File: config.mk
export PLATFORM = sky130hd
export DESIGN_NAME = lsu_mem_ctrl
export DESIGN_NICKNAME = d
export VERILOG_FILES = /design/src/rtl/lsu_mem_ctrl.sv
export SDC_FILE = /design/constraint.sdc
export NUM_CORES = 1
export LEC_CHECK = 0
export CAP_MARGIN = 20
export CORE_UTILIZATION = 45
export CTS_CLUSTER_DIAMETER = 80
export DETAILED_ROUTE_END_ITERATION = 7
export DONT_BUFFER_PORTS = 1
export GPL_TIMING_DRIVEN = 0
export PLACE_DENSITY = 0.68
export SYNTH_ARGS = -nofsm -noshare
export SYNTH_HDL_FRONTEND = slang
export SYNTH_SLANG_ARGS = --single-unit
export TNS_END_PERCENT = 50
File: constraint.sdc
create_clock -name i_clk -period 4.6 [get_ports i_clk]
set_clock_uncertainty 0.15 [all_clocks]
set_input_delay 0.92 -clock i_clk [delete_from_list [all_inputs] [get_ports i_clk]]
set_output_delay 0.92 -clock i_clk [all_outputs]
set_load 0.01 [all_outputs]
File: src/rtl/lsu_mem_ctrl.sv
// lsu_mem_ctrl: multi-cycle load/store unit bridging the execute stage to a
// handshaked, variable-latency data memory port. Handles byte/half/word(/double)
// lanes, sign/zero extension, misaligned and illegal-op traps, and a timeout.
module lsu_mem_ctrl #(
  parameter int XLEN    = 32,
  parameter int TIMEOUT = 16
) (
  input  logic              i_clk,
  input  logic              i_rst,
  input  logic              i_valid,
  output logic              o_ready,
  input  logic              i_load,
  input  logic              i_store,
  input  logic [2:0]        i_funct3,
  input  logic [XLEN-1:0]   i_base,
  input  logic [XLEN-1:0]   i_offset,
  input  logic [XLEN-1:0]   i_wdata,
  output logic              o_done,
  output logic [XLEN-1:0]   o_rdata,
  output logic              o_trap,
  output logic [1:0]        o_cause,
  output logic [XLEN-1:0]   o_mem_addr,
  output logic              o_mem_ren,
  output logic              o_mem_wen,
  output logic [XLEN-1:0]   o_mem_wdata,
  output logic [XLEN/8-1:0] o_mem_mask,
  input  logic              i_mem_ready,
  input  logic              i_mem_valid,
  input  logic [XLEN-1:0]   i_mem_rdata
);

  localparam int NB = XLEN / 8;
  localparam int OB = $clog2(NB);
  localparam int CW = (TIMEOUT > 1) ? $clog2(TIMEOUT) : 1;

  localparam logic [1:0] CAUSE_NONE    = 2'd0;
  localparam logic [1:0] CAUSE_MISALIGN = 2'd1;
  localparam logic [1:0] CAUSE_ILLEGAL = 2'd2;
  localparam logic [1:0] CAUSE_TIMEOUT = 2'd3;

  typedef enum logic [1:0] {IDLE, ISSUE, WAIT, RESP} lsuState_t;

  lsuState_t         r_state;
  lsuState_t         w_nextState;

  logic [XLEN-1:0]   r_addr;
  logic [XLEN-1:0]   r_wdata;
  logic [XLEN-1:0]   r_rdata;
  logic [1:0]        r_sizeLog;
  logic              r_unsigned;
  logic              r_isLoad;
  logic [1:0]        r_cause;
  logic [CW-1:0]     r_count;

  logic [XLEN-1:0]   w_addr;
  logic [1:0]        w_sizeLog;
  logic [OB-1:0]     w_alignMask;
  logic              w_illegal;
  logic              w_misaligned;
  logic              w_trapReq;

  logic              w_accept;
  logic              w_capture;
  logic              w_timeout;
  logic              w_toHit;
  logic              w_issue;
  logic              w_resp;

  logic [OB-1:0]     w_off;
  logic [NB-1:0]     w_lenMask;
  logic [XLEN-1:0]   w_sh;
  logic [6:0]        w_s;
  logic [XLEN-1:0]   w_up;
  logic signed [XLEN-1:0] w_upS;
  logic [XLEN-1:0]   w_sext;
  logic [XLEN-1:0]   w_ext;

  // Request decode straight off the core inputs, used only in the accept cycle.
  // funct3[1:0] is log2 of the access size; funct3[2] selects zero extension.
  assign w_addr      = i_base + i_offset;
  assign w_sizeLog   = i_funct3[1:0];
  assign w_alignMask = OB'((4'd1 << w_sizeLog) - 4'd1);
  assign w_illegal   = (i_load == i_store)
                    || (i_store && i_funct3[2])
                    || (i_funct3 == 3'b111)
                    || ((XLEN == 32) && ((i_funct3 == 3'b011) || (i_funct3 == 3'b110)));
  assign w_misaligned = (w_addr[OB-1:0] & w_alignMask) != '0;
  assign w_trapReq    = w_illegal || w_misaligned;

  // Timeout fires when the counter sits at TIMEOUT-1 in ISSUE/WAIT; 0 disables it.
  assign w_toHit = (TIMEOUT != 0) && (r_count == CW'(TIMEOUT - 1));

  assign w_issue = (r_state == ISSUE);
  assign w_resp  = (r_state == RESP);

  // Memory-side outputs are derived from state so reset drops strobes at once;
  // address, mask and data are held at zero outside ISSUE.
  assign w_off       = r_addr[OB-1:0];
  assign w_lenMask   = NB'((9'd1 << (4'd1 << r_sizeLog)) - 9'd1);
  assign o_mem_ren   = w_issue && r_isLoad;
  assign o_mem_wen   = w_issue && !r_isLoad;
  assign o_mem_addr  = w_issue ? {r_addr[XLEN-1:OB], {OB{1'b0}}} : '0;
  assign o_mem_mask  = w_issue ? NB'(w_lenMask << w_off) : '0;
  assign o_mem_wdata = w_issue ? (r_wdata << {w_off, 3'b000}) : '0;

  assign o_ready = (r_state == IDLE);
  assign o_done  = w_resp;
  assign o_trap  = w_resp && (r_cause != CAUSE_NONE);
  assign o_cause = w_resp ? r_cause : CAUSE_NONE;
  assign o_rdata = r_rdata;

  // Load extension: shift the addressed lane down, push it to the top, then shift
  // back arithmetically (signed) or logically (unsigned) to extend.
  always_comb begin
    w_sh   = i_mem_rdata >> {w_off, 3'b000};
    w_s    = 7'(XLEN) - (7'd8 << r_sizeLog);
    w_up   = w_sh << w_s;
    w_upS  = w_up;
    w_sext = w_upS >>> w_s;
    w_ext  = r_unsigned ? (w_up >> w_s) : w_sext;
  end

  // State register; asynchronous reset aborts any transaction in flight.
  always_ff @(posedge i_clk or posedge i_rst) begin
    if (i_rst) r_state <= IDLE;
    else       r_state <= w_nextState;
  end

  // Next-state logic plus the one-cycle strobes that steer the datapath.
  always_comb begin
    w_nextState = r_state;
    w_accept    = 1'b0;
    w_capture   = 1'b0;
    w_timeout   = 1'b0;
    case (r_state)
      IDLE: begin
        if (i_valid) begin
          w_accept    = 1'b1;
          w_nextState = w_trapReq ? RESP : ISSUE;
        end
      end
      ISSUE: begin
        if (i_mem_ready && i_mem_valid) begin
          w_capture   = 1'b1;
          w_nextState = RESP;
        end else if (w_toHit) begin
          w_timeout   = 1'b1;
          w_nextState = RESP;
        end else if (i_mem_ready) begin
          w_nextState = WAIT;
        end
      end
      WAIT: begin
        if (i_mem_valid) begin
          w_capture   = 1'b1;
          w_nextState = RESP;
        end else if (w_toHit) begin
          w_timeout   = 1'b1;
          w_nextState = RESP;
        end
      end
      RESP: w_nextState = IDLE;
      default: w_nextState = IDLE;
    endcase
  end

  // Operand latch, result capture, trap cause and timeout counter.
  always_ff @(posedge i_clk or posedge i_rst) begin
    if (i_rst) begin
      r_addr     <= '0;
      r_wdata    <= '0;
      r_rdata    <= '0;
      r_sizeLog  <= '0;
      r_unsigned <= 1'b0;
      r_isLoad   <= 1'b0;
      r_cause    <= CAUSE_NONE;
      r_count    <= '0;
    end else begin
      if (w_accept) begin
        r_addr     <= w_addr;
        r_wdata    <= i_wdata;
        r_sizeLog  <= w_sizeLog;
        r_unsigned <= i_funct3[2];
        r_isLoad   <= i_load;
        r_rdata    <= '0;
        r_count    <= '0;
        if (w_illegal)         r_cause <= CAUSE_ILLEGAL;
        else if (w_misaligned) r_cause <= CAUSE_MISALIGN;
        else                   r_cause <= CAUSE_NONE;
      end else if ((r_state == ISSUE) || (r_state == WAIT)) begin
        r_count <= r_count + CW'(1);
      end
      if (w_capture) begin
        r_rdata <= r_isLoad ? w_ext : '0;
        r_cause <= CAUSE_NONE;
      end else if (w_timeout) begin
        r_rdata <= '0;
        r_cause <= CAUSE_TIMEOUT;
      end
    end
  end

endmodule

==> impl_metrics.toml <==
[run_status]
status = "finished, final reports clean"

[setup_path]
r2r_cells = 11
path_max_fanout = 10
crit_path_frequent_cell = "clkbuf_1"
worstSetupEndpointType = "primary output"
startpoint = "r_addr[0]"
worstSetupPathType = "flip-flop to primary output"
slowest_stage = "clkbuf_1"
crit_arrival_ns = 2.69
required_ns = 3.53
endpoint = "o_mem_mask[1]"
critPathLaunchType = "flip-flop"
cpPeakStageDelay_ns = 0.49
reg2reg_setup_slack_ns = 1.69
crit_path_cell_trace = "clkbuf_1 -> buf_2 -> clkbuf_1 -> clkbuf_1 -> nor2_1 -> nor2_1"
r2r-end = "o_rdata[29]"
regToRegStartpoint = "r_state[0]"

[sta]
rsz0062_at_grt = "false"
setup_tns_ns = 0
max_freq_mhz = 266
finalWorstSetupSlack_ns = 0.838
setup_viol = 0
tightest_slew_ns = 0.903
hold_violations = 0
final.min_clock_period_ns = 3.76
final_max_slew_viol_count = 0
slew_headroom = 0.394
finalCritPeriodShare = 0.818
hold_ws_ns = 0.280

[synthesis]
async_reset_ff_frac = 1.00
synth_edf_count = 0
yosys.area.top_type = "dfrtp_1"
syn_area_um2 = 7330
synthCells = 892
synth_cell_types = 62
ys.flop_type = "dfrtp_1"
synth_seq_area_share = 0.369
ys_ff_latch = 108
synth_top_area_share = 0.369
netlist_top_cells_area = "dfrtp_1 (37%), nand2_1 (12%), ha_1 (6.5%), o21ai_0 (6.0%), mux2i_1 (4.5%)"
yosys_warnings = 0
syn_area_per_cell_um2 = 8.22

[cells_and_area]
num-nets-final = 1082
mostFrequentLayoutCells = "nand2_1 (231), dfrtp_1 (108), o21ai_0 (88), a21oi_1 (64), and2_1 (51)"
fin_util = 0.501
areaGrowthSynthToFinish_pct = 8.45
fin_cells = 1126
diodes = 0
drive_gt1_frac = 0.0714
final_area_um2 = 7950
final_common_cell = "nand2_1"

[grt]
use_met2 = 0.414
overflow = 0
antenna_found_initial = 0
met3_usage = 0.0797
grt_max_degree = 66
top_usage_layer = "met2"
grtUsageMet1 = 0.294
grt_pass1_wl_um = 31700
grt_pass1_vias = 5982
grt_use_total = 0.246

[power]
power_mw = 4.97
cellPowerDensity_nw_per_um2 = 625
leakagePower_nw = 3.74
ir_worst_vdd_mv = 0.205

[min_path]
hp-class = "input pin to async pin"

[cts]
cts_root_buf = "clkbuf_16"
post_cts_buffers = 0
clock_path_buffers = 2
cts_inserted_buffers = 9
cts_tree = "built"
hold_buffers = 0
clk-insertion-delay-late_ns = 0.36
cts-resized-gates = 0
clk_pin_slew_worst_paths_ns = 0.08
htreeDepth = 3
clkSinkCount = 108

[route]
route.detailed.drc = 0
viasPerCell = 5.63
drtIter0Drc = 314
wirelength_um = 20800
vias = 6345
ant_nets = 0
first_pass_iters = 5
wire_per_inst_um = 18.4

[flow_run]
max-cap-violations = 0

[die]
dieArea_um2 = 16800
start_util = 0.462
die_width_um = 130
core_um2 = 15900
die_h_um = 130
row_count = 46
ios = 245

[place]
dp_slack_ns = 1.05
dpl.cell_count = 1110
place_area_um2 = 7640
numPortBuffers = 0
gp_congestion = 0.863
hpwl_um = 15900
worst min path at each step:
stage | start | endpoint | slack, ns
2_1_floorplan | r_addr[19] | r_addr[19] | 0.28
3_3_place_gp | r_addr[19] | r_addr[19] | 0.30
3_5_place_dp | r_addr[19] | r_addr[19] | 0.30
4_1_cts | i_rst | r_isLoad | 0.29
5_1_grt | i_rst | r_isLoad | 0.30
6_report | i_rst | r_isLoad | 0.28
registers in the layout, indices dropped and copies added (netlist names):
signal	flops
r_state	2
r_wdata	32
r_cause	2
o_rdata	32
r_unsigned	1
r_sizeLog	2
r_isLoad	1
r_addr	32
r_count	4
routing by layer:
layer	up-vias	wire length, um	share of wire
li1	3096	-	-
met1	2958	8500	0.41
met2	261	9660	0.47
met3	30	2100	0.10
met4	0	491	0.024
met5	-	0	0
synthesized netlist by cell type, drive strengths merged, types with 3 or more instances:
master	number
inv	14
a22o	12
xnor2	11
nand2	231
clkbuf	33
o21ai	91
a31oi	6
nand3	8
nor3	9
nand4	7
buf	17
or2	3
a21o	12
a21oi	65
o211a	8
nor2	38
and3	4
dfrtp	108
mux2	17
xor2	17
a211oi	4
o31ai	3
mux2i	33
ha	38
o21bai	4
and2	53
o211ai	9
nor2b	6
nand2b	7
o21a	4
area by class of cell:
class                   count  area [um^2]
plain buffers              50          220
repair buffers              1         27.5
multi-input cells         721         4360
clock buffers               9          225
clock inverters             7         87.6
well taps                 216          270
flip-flops and latches    108         2700
inverters                  14         57.6
fillers                  1580         7930
worst max-delay path: cells and delay by family, from the launching register on:
kind	cells	cell delay, ns
and+or+nand+nor	2	0.34
DFF	1	0.34
buffers and inverters	4	1.66
where the power goes:
part           total [mW]  switching, mW  internal [mW]
combinational        2.41           1.55          0.860
sequential           1.73          0.351           1.38
clock               0.832          0.395          0.438
total                4.97           2.29           2.67
cell families after synthesis:
family | after synthesis | share of synthesized area
flops | 108 | 0.369
xor+xnor | 28 | 0.0334
compound gates | 231 | 0.195
simple gates | 371 | 0.226
buf+inv | 64 | 0.0372
mux | 50 | 0.0711
other cells | 1 | 0.000511
fa+ha+maj | 39 | 0.0676
(Power assumes the default switching activity.)
